### src/rtl/opl3_host_wr_bridge_if.sv
// -----------------------------------------------------------------------------
// opl3_host_wr_bridge_if
//
// Shared types and the bus interface for the OPL3 host write bridge.
//
// opl3_host_wr_bridge_pkg
//   opl3_reg_wr_t : {valid, bank_num[0:0], address[7:0], data[7:0]}, the
//                   register write handed to the downstream register file.
//
// opl3_host_wr_bridge_if signals
//   host_valid  : host access strobe, one access per cycle when high
//   host_addr   : port select (0 bank0 addr, 1 data, 2 bank1 addr, 3 data)
//   host_data   : address or data byte
//   host_ready  : a data access presented now will be accepted
//   overflow    : sticky, a data-port access was dropped
//   opl3_reg_wr : single-cycle register write pulse to downstream
//
// Modports
//   master : host side (drives the access, observes ready/overflow/writes)
//   slave  : bridge side
// -----------------------------------------------------------------------------
package opl3_host_wr_bridge_pkg;

    typedef struct packed {
        logic       valid;
        logic [0:0] bank_num;
        logic [7:0] address;
        logic [7:0] data;
    } opl3_reg_wr_t;

endpackage

interface opl3_host_wr_bridge_if;
    import opl3_host_wr_bridge_pkg::*;

    logic         host_valid;
    logic [1:0]   host_addr;
    logic [7:0]   host_data;
    logic         host_ready;
    logic         overflow;
    opl3_reg_wr_t opl3_reg_wr;

    modport master (
        output host_valid, host_addr, host_data,
        input  host_ready, overflow, opl3_reg_wr
    );

    modport slave (
        input  host_valid, host_addr, host_data,
        output host_ready, overflow, opl3_reg_wr
    );

endinterface

### src/rtl/opl3_host_wr_bridge.sv
// -----------------------------------------------------------------------------
// opl3_host_wr_bridge
//
// Turns host accesses on the classic 4-port OPL3 map into a paced stream of
// single-cycle register writes. Address-port accesses update an address/bank
// latch; data-port accesses push {bank, address, data} into a small FIFO. A
// drain FSM replays the FIFO as opl3_reg_wr pulses at least MIN_WR_GAP clocks
// apart, back-to-back at exactly MIN_WR_GAP while the FIFO stays non-empty.
//
// Parameters
//   FIFO_DEPTH : buffered register writes (power of two, >= 2)
//   MIN_WR_GAP : minimum clocks between opl3_reg_wr.valid pulses (>= 1)
//
// Ports
//   clk        : system clock
//   reset      : asynchronous, active-high reset
//   bus        : opl3_host_wr_bridge_if.slave (host access, host_ready,
//                overflow, opl3_reg_wr)
//   wr_count   : (stats build) pulses issued, wraps at 0xFFFF
//   drop_count : (stats build) dropped data writes, saturates at 0xFF
//
// Optional feature: define OPL3_HOST_WR_BRIDGE_STATS_EN to add the wr_count
// and drop_count outputs. Without it, behaviour is otherwise identical.
// -----------------------------------------------------------------------------
module opl3_host_wr_bridge
    import opl3_host_wr_bridge_pkg::*;
#(
    parameter int unsigned FIFO_DEPTH = 8,
    parameter int unsigned MIN_WR_GAP = 4
) (
    input  logic                      clk,
    input  logic                      reset,
    opl3_host_wr_bridge_if.slave      bus
`ifdef OPL3_HOST_WR_BRIDGE_STATS_EN
    ,
    output logic [15:0]               wr_count,
    output logic [7:0]                drop_count
`endif
);

    localparam int AW = $clog2(FIFO_DEPTH);
    localparam int CW = AW + 1;
    localparam int GW = (MIN_WR_GAP > 2) ? $clog2(MIN_WR_GAP) : 1;
    // GAP is entered for MIN_WR_GAP-1 cycles; the counter counts down to 0.
    localparam logic [GW-1:0] GAP_INIT = GW'((MIN_WR_GAP > 1) ? MIN_WR_GAP - 2 : 0);
    localparam logic [CW-1:0] FULL_CNT = CW'(FIFO_DEPTH);

    typedef struct packed {
        logic [0:0] bank;
        logic [7:0] addr;
        logic [7:0] data;
    } entry_t;

    typedef enum logic [1:0] {
        S_IDLE,
        S_ISSUE,
        S_GAP
    } state_e;

    // Address latch
    logic [0:0]   bank_q;
    logic [7:0]   addr_q;

    // FIFO
    entry_t       mem_q [FIFO_DEPTH];
    logic [AW-1:0] wr_ptr_q;
    logic [AW-1:0] rd_ptr_q;
    logic [CW-1:0] count_q;
    logic [CW-1:0] count_d;

    // Flags and output
    logic         host_ready_q;
    logic         overflow_q;
    opl3_reg_wr_t out_q;
    opl3_reg_wr_t out_d;

    // Drain FSM
    state_e       state_q;
    state_e       state_d;
    logic [GW-1:0] gap_q;
    logic [GW-1:0] gap_d;

    logic addr_wr;
    logic data_wr;
    logic fifo_full;
    logic fifo_empty;
    logic push;
    logic pop;
    logic drop;
    entry_t head;

    assign addr_wr    = bus.host_valid & ~bus.host_addr[0];
    assign data_wr    = bus.host_valid &  bus.host_addr[0];
    // Full is taken from the registered occupancy, i.e. before any pop in
    // the same cycle, so a push into a full FIFO is dropped even if a pop
    // happens alongside it.
    assign fifo_full  = (count_q == FULL_CNT);
    assign fifo_empty = (count_q == '0);
    assign push       = data_wr & ~fifo_full;
    assign drop       = data_wr &  fifo_full;
    assign head       = mem_q[rd_ptr_q];

    // The output register is loaded on the edge that enters ISSUE, so the
    // pulse is registered and the pop coincides with that edge; the pulse is
    // therefore visible exactly while state_q == S_ISSUE.
    always_comb begin
        // NOTE: every signal written here gets a default first; a path that
        // leaves one unassigned would infer a latch.
        state_d     = state_q;
        gap_d       = gap_q;
        out_d       = out_q;
        out_d.valid = 1'b0;
        pop         = 1'b0;

        case (state_q)
            S_IDLE: begin
                if (!fifo_empty) state_d = S_ISSUE;
            end
            S_ISSUE: begin
                if (MIN_WR_GAP > 1) begin
                    state_d = S_GAP;
                    gap_d   = GAP_INIT;
                end else if (!fifo_empty) begin
                    state_d = S_ISSUE;
                end else begin
                    state_d = S_IDLE;
                end
            end
            S_GAP: begin
                if (gap_q == '0) begin
                    state_d = fifo_empty ? S_IDLE : S_ISSUE;
                end else begin
                    gap_d = gap_q - GW'(1);
                end
            end
            default: state_d = S_IDLE;
        endcase

        if (state_d == S_ISSUE) begin
            pop              = 1'b1;
            out_d.valid      = 1'b1;
            out_d.bank_num   = head.bank;
            out_d.address    = head.addr;
            out_d.data       = head.data;
        end
    end

    assign count_d = count_q + CW'(push) - CW'(pop);

    // NOTE: sequential state uses non-blocking assignments so every register
    // samples the pre-edge values of the others.
    always_ff @(posedge clk or posedge reset) begin
        if (reset) begin
            bank_q       <= '0;
            addr_q       <= '0;
            wr_ptr_q     <= '0;
            rd_ptr_q     <= '0;
            count_q      <= '0;
            host_ready_q <= 1'b0;
            overflow_q   <= 1'b0;
            out_q        <= '0;
            state_q      <= S_IDLE;
            gap_q        <= '0;
        end else begin
            if (addr_wr) begin
                bank_q <= bus.host_addr[1:1];
                addr_q <= bus.host_data;
            end
            if (push) wr_ptr_q <= wr_ptr_q + AW'(1);
            if (pop)  rd_ptr_q <= rd_ptr_q + AW'(1);
            count_q      <= count_d;
            host_ready_q <= (count_d != FULL_CNT);
            if (drop) overflow_q <= 1'b1;
            out_q        <= out_d;
            state_q      <= state_d;
            gap_q        <= gap_d;
        end
    end

    // NOTE: FIFO storage has no reset; occupancy and pointers alone decide
    // which entries are meaningful, so clearing the array buys nothing.
    always_ff @(posedge clk) begin
        if (push) mem_q[wr_ptr_q] <= '{bank: bank_q, addr: addr_q, data: bus.host_data};
    end

    assign bus.host_ready  = host_ready_q;
    assign bus.overflow    = overflow_q;
    assign bus.opl3_reg_wr = out_q;

`ifdef OPL3_HOST_WR_BRIDGE_STATS_EN
    logic [15:0] wr_count_q;
    logic [7:0]  drop_count_q;

    always_ff @(posedge clk or posedge reset) begin
        if (reset) begin
            wr_count_q   <= '0;
            drop_count_q <= '0;
        end else begin
            if (out_q.valid) wr_count_q <= wr_count_q + 16'd1;
            if (drop && (drop_count_q != 8'hFF)) drop_count_q <= drop_count_q + 8'd1;
        end
    end

    assign wr_count   = wr_count_q;
    assign drop_count = drop_count_q;
`endif

endmodule

### src/flat_wrapper.sv
// flat-port wrapper written by rule: the top's interface ports become plain ports
module opl3_host_wr_bridge_flat import opl3_host_wr_bridge_pkg::*;
#(
    parameter int unsigned FIFO_DEPTH = 8,
    parameter int unsigned MIN_WR_GAP = 4
)
  (clk, reset, bus_host_valid, bus_host_addr, bus_host_data, bus_host_ready, bus_overflow, bus_opl3_reg_wr);
  opl3_host_wr_bridge_if bus_i ();
  input  logic clk;
  input  logic reset;
  input wire logic [$bits(bus_i.host_valid)-1:0] bus_host_valid;
  input wire logic [$bits(bus_i.host_addr)-1:0] bus_host_addr;
  input wire logic [$bits(bus_i.host_data)-1:0] bus_host_data;
  output wire logic [$bits(bus_i.host_ready)-1:0] bus_host_ready;
  output wire logic [$bits(bus_i.overflow)-1:0] bus_overflow;
  output wire logic [$bits(bus_i.opl3_reg_wr)-1:0] bus_opl3_reg_wr;
  assign bus_i.host_valid = bus_host_valid;
  assign bus_i.host_addr = bus_host_addr;
  assign bus_i.host_data = bus_host_data;
  assign bus_host_ready = bus_i.host_ready;
  assign bus_overflow = bus_i.overflow;
  assign bus_opl3_reg_wr = bus_i.opl3_reg_wr;
  opl3_host_wr_bridge #(.FIFO_DEPTH(FIFO_DEPTH), .MIN_WR_GAP(MIN_WR_GAP)) u_core (.clk(clk), .reset(reset), .bus(bus_i));
endmodule
### config.mk
export PLATFORM = sky130hd
export DESIGN_NAME = opl3_host_wr_bridge_flat
export DESIGN_NICKNAME = d
export VERILOG_FILES = /design/src/rtl/opl3_host_wr_bridge_if.sv /design/src/rtl/opl3_host_wr_bridge.sv /design/src/flat_wrapper.sv
export SDC_FILE = /design/constraint.sdc
export NUM_CORES = 1
export LEC_CHECK = 0
export BUFFER_PORTS_ARGS = -buffer_cell sky130_fd_sc_hd__buf_2
export CAP_MARGIN = 10
export CORE_MARGIN = 2
export CORE_UTILIZATION = 55
export DETAILED_ROUTE_END_ITERATION = 16
export HOLD_SLACK_MARGIN = 0.06
export PLACE_DENSITY_LB_ADDON = 0.1
export SLEW_MARGIN = 10
export SYNTH_ARGS = -nofsm -noshare
export SYNTH_HDL_FRONTEND = slang
export SYNTH_SLANG_ARGS = --single-unit
export TNS_END_PERCENT = 20
### constraint.sdc
create_clock -name clk -period 2.5 [get_ports clk]
set_clock_uncertainty 0.1 [all_clocks]
set_input_delay 0.125 -clock clk [delete_from_list [all_inputs] [get_ports clk]]
set_output_delay 0.125 -clock clk [all_outputs]
set_load 0.005 [all_outputs]
==> impl_metrics.py <==
metrics = {
    "sta": {
        "setup_viol": 0,
        "final_max_slew_viol_count": 0,
        "max_freq_mhz": 414.1,
        "tightest_slew_ps": 590.6,
        "worst_slack_ps": 85.28,
        "hold_viol_final": 0,
        "setup_tns_ps": 0,
        "period_needed_ps": 2415,
        "hold_slack_ps": 209.2,
        "post-route-period-util_pct": 96.59,
        "max_slew_margin_pct": 60.57,
    },
    "critical_path": {
        "worst_r2r_path_depth": 11,
        "r2r_start": "u_core.gap_q[0]",
        "crit_slowest_cell": "fa_1",
        "r2r-end": "u_core.bus.host_ready",
        "path_delay_family": "adder cells",
        "cp-start-kind": "flop",
        "path_buf_inv": 3,
        "cp.required_ps": 2700,
        "critPathMaxFanout": 3,
        "worstPathCellList": "inv_2, ha_4, nor2b_2, a211o_1, inv_2, ha_1, inv_1, ha_2, fa_1, nor3_2, nand2_1",
        "reg2reg_slack_ps": 90,
        "critPathKind": "flop to flop",
        "cp-end-kind": "flop",
        "slowest_delay_ps": 450,
        "cpMostUsedCell": "inv_2",
        "arrival_ps": 2620,
    },
    "cts": {
        "cts.sink_count": 179,
        "clk_latency_ps": 430,
        "clock_path_buffers": 2,
        "cts.clk_slew.worst_paths_ps": 70,
        "htree_levels": 4,
        "cts_buffers": 17,
        "postCtsSetupRepairBufs": 0,
        "cts_tree": "yes",
        "cts-root-buf": "clkbuf_16",
    },
    "route": {
        "postRouteAntennaNets": 0,
        "via_per_inst": 5.463,
        "dr.pass1.iters": 4,
        "wl_per_cell_um": 19.40,
        "routed_wirelength_um": 13210,
        "vias": 3720,
        "route.detailed.drc": 0,
        "drtIter0Drc": 213,
    },
    "logic_synthesis": {
        "syn-num-nets": 452,
        "synth_cell_types": 32,
        "syn_inst": 429,
        "synth_top_area_share_pct": 58.11,
        "synth-async-reset-ratio_pct": 24.02,
        "ys.flop_type": "edfxtp_1",
        "synth_warnings": 0,
        "syn_area_um2": 7028,
        "synth-edff-count": 136,
        "yosysTopAreaCell": "edfxtp_1",
        "syn_avg_cell_area_um2": 16.38,
        "yosysSeqAreaShare_pct": 73.42,
        "synth_common_cells": "edfxtp_1 (136), mux2i_1 (69), dfrtp_1 (43)",
        "ys_ff_latch": 179,
        "netlist_top_cells_area": "edfxtp_1 (58%), dfrtp_1 (15%), mux2i_1 (9.8%)",
        "synth.most_common_cell": "edfxtp_1",
    },
    "die": {
        "coreArea_um2": 12570,
        "rows": 41,
        "fp.dieH_um": 117.0,
        "io_pins": 33,
        "start_util_pct": 55.92,
        "die_w_um": 117.0,
        "dieArea_um2": 13700,
    },
    "flow_run": {
        "maxCapViolations": 0,
    },
    "placed_design": {
        "port_buffers": 32,
        "post-place-ws_ps": 56.54,
        "dpl.hpwl_um": 7394,
        "place_congestion": 0.7541,
        "placed_area_um2": 7451,
    },
    "power_and_ir_drop": {
        "power_density_nw_per_um2": 1164,
        "leakage_nw": 3.207,
        "pwr-share-seq_pct": 42.3,
        "p_total_mw": 9.526,
        "switching_share_pct": 32.05,
        "p_clk_share_pct": 26.9,
        "intPower_mw": 6.473,
        "p_comb_share_pct": 30.8,
        "switching_power_mw": 3.053,
        "peakVddDrop_uv": 570.4,
    },
    "final_layout": {
        "drive_gt1_share_pct": 21.61,
        "final_cell_area_um2": 8185,
        "nets": 519,
        "n_antenna_cell": 0,
        "area_growth_pct": 16.47,
        "fill_cells": 910,
    },
    "global_route": {
        "track_usage_pct": 21.19,
        "first_global_vias": 3646,
        "grt_pass1_wl_um": 20410,
        "overflow": 0,
        "antenna_found_initial": 0,
        "grt_max_degree": 71,
    },
    "hold_path": {
        "hp-class": "input pin to async pin",
    },
    "status": {
        "status": "completed",
    },
}
cells in the final DEF, fill, tap and decap left out, types with 2 or more instances in the layout:
| cell | n |
|---|---|
| nor2_1 | 9 |
| a22oi_1 | 34 |
| clkbuf_16 | 17 |
| dlygate4sd3_1 | 13 |
| ha_1 | 7 |
| mux2i_1 | 69 |
| xnor2_1 | 2 |
| nor3_2 | 3 |
| buf_2 | 32 |
| nand2b_1 | 3 |
| clkinv_4 | 3 |
| buf_4 | 22 |
| nand3_1 | 17 |
| bufinv_16 | 2 |
| inv_2 | 3 |
| mux2_2 | 11 |
| xor2_1 | 3 |
| clkinvlp_4 | 3 |
| dfrtp_1 | 42 |
| inv_1 | 9 |
| a21oi_2 | 2 |
| nand2_1 | 42 |
| edfxtp_1 | 136 |
| clkinv_2 | 2 |
| nor2b_1 | 3 |
| clkinv_1 | 2 |
worst register-to-register path, delay by kind of cell, from the launching register on:
kind	cells	cell delay, ps
and+or+nand+nor	3	300
adders and majority gates	4	1010
DFF	1	370
AOI/OAI and AO/OA	1	290
buffers and inverters	3	220
logic make-up after synthesis:
kind of cell               count (synthesis)  synth area share (%)
DFF                                      179                 73.42
and+or+nand+nor                           81                 5.038
muxes                                     80                 11.59
AOI/OAI and AO/OA                         41                 4.415
buffers and inverters                     32                 2.795
adders and majority gates                 10                 1.887
xor gates and xnor gates                   6                0.8547
flip-flops by register name (all words and copies together), names as in the netlist:
name,flops
u_core.addr_q,8
u_core.count_q,4
u_core.bank_q,1
u_core.mem_q,136
u_core.gap_q,2
u_core.rd_ptr_q,3
u_core.bus.opl3_reg_wr,18
u_core.wr_ptr_q,3
u_core.bus.host_ready,1
u_core.state_q,2
u_core.bus.overflow,1
power by group through the flow:
stage	clock, mW	combinational, mW	sequential (mW)
2_1_floorplan	0	2.11	4.04
3_3_place_gp	0	2.81	4.06
3_5_place_dp	0	2.88	4.09
4_1_cts	2.62	2.92	4.03
5_1_grt	2.74	3.27	4.09
6_report	2.56	2.93	4.03
cell type report:
class	instances	area, µm²	area share, %
multi-input combinational	218	1708	20.87
inverter	12	45.04	0.5503
sequential	179	5164	63.08
timing repair buffer	68	475.5	5.809
tap	172	215.2	2.629
clock buffer	19	442.9	5.411
clock inverter	13	135.1	1.651
stage by stage:
step                      cells  utilization (%)
final                       681            65.13
after CTS                   681            64.92
after floorplan             429                -
after global placement      636            59.28
after global routing        681            65.13
after detailed placement    636            59.28
metal layers:
metal / routed length [µm] / GRT usage (%) / up-vias
met4: 157 / 8.471 / 0
met2: 6644 / 34.80 / 64
met5: 0 / 0 / -
met1: 5978 / 28.15 / 1899
met3: 432 / 4.222 / 13
li1: - / - / 1744
worst max path at each step:
| stage | startpoint | slack (ps) | endpoint | cells past startpoint |
|---|---|---|---|---|
| floorplan | u_core.count_q[2] | -180 | u_core.mem_q[1][0] | 5 |
| global placement | u_core.gap_q[0] | 130 | u_core.bus.host_ready | 11 |
| detailed placement | u_core.gap_q[0] | 60 | u_core.bus.host_ready | 12 |
| CTS | u_core.gap_q[0] | 50 | u_core.bus.host_ready | 12 |
| global route | u_core.gap_q[1] | -20 | u_core.bus.host_ready | 11 |
| finish | u_core.gap_q[0] | 90 | u_core.bus.host_ready | 11 |
repair_timing:
action / CTS / global route
setup endpoints to repair: 0 / 1
gates resized for setup: 0 / 7
hold buffers: 13 / 0
endpoints found under the hold margin: 97 / 0
(Power assumes the default switching activity.)
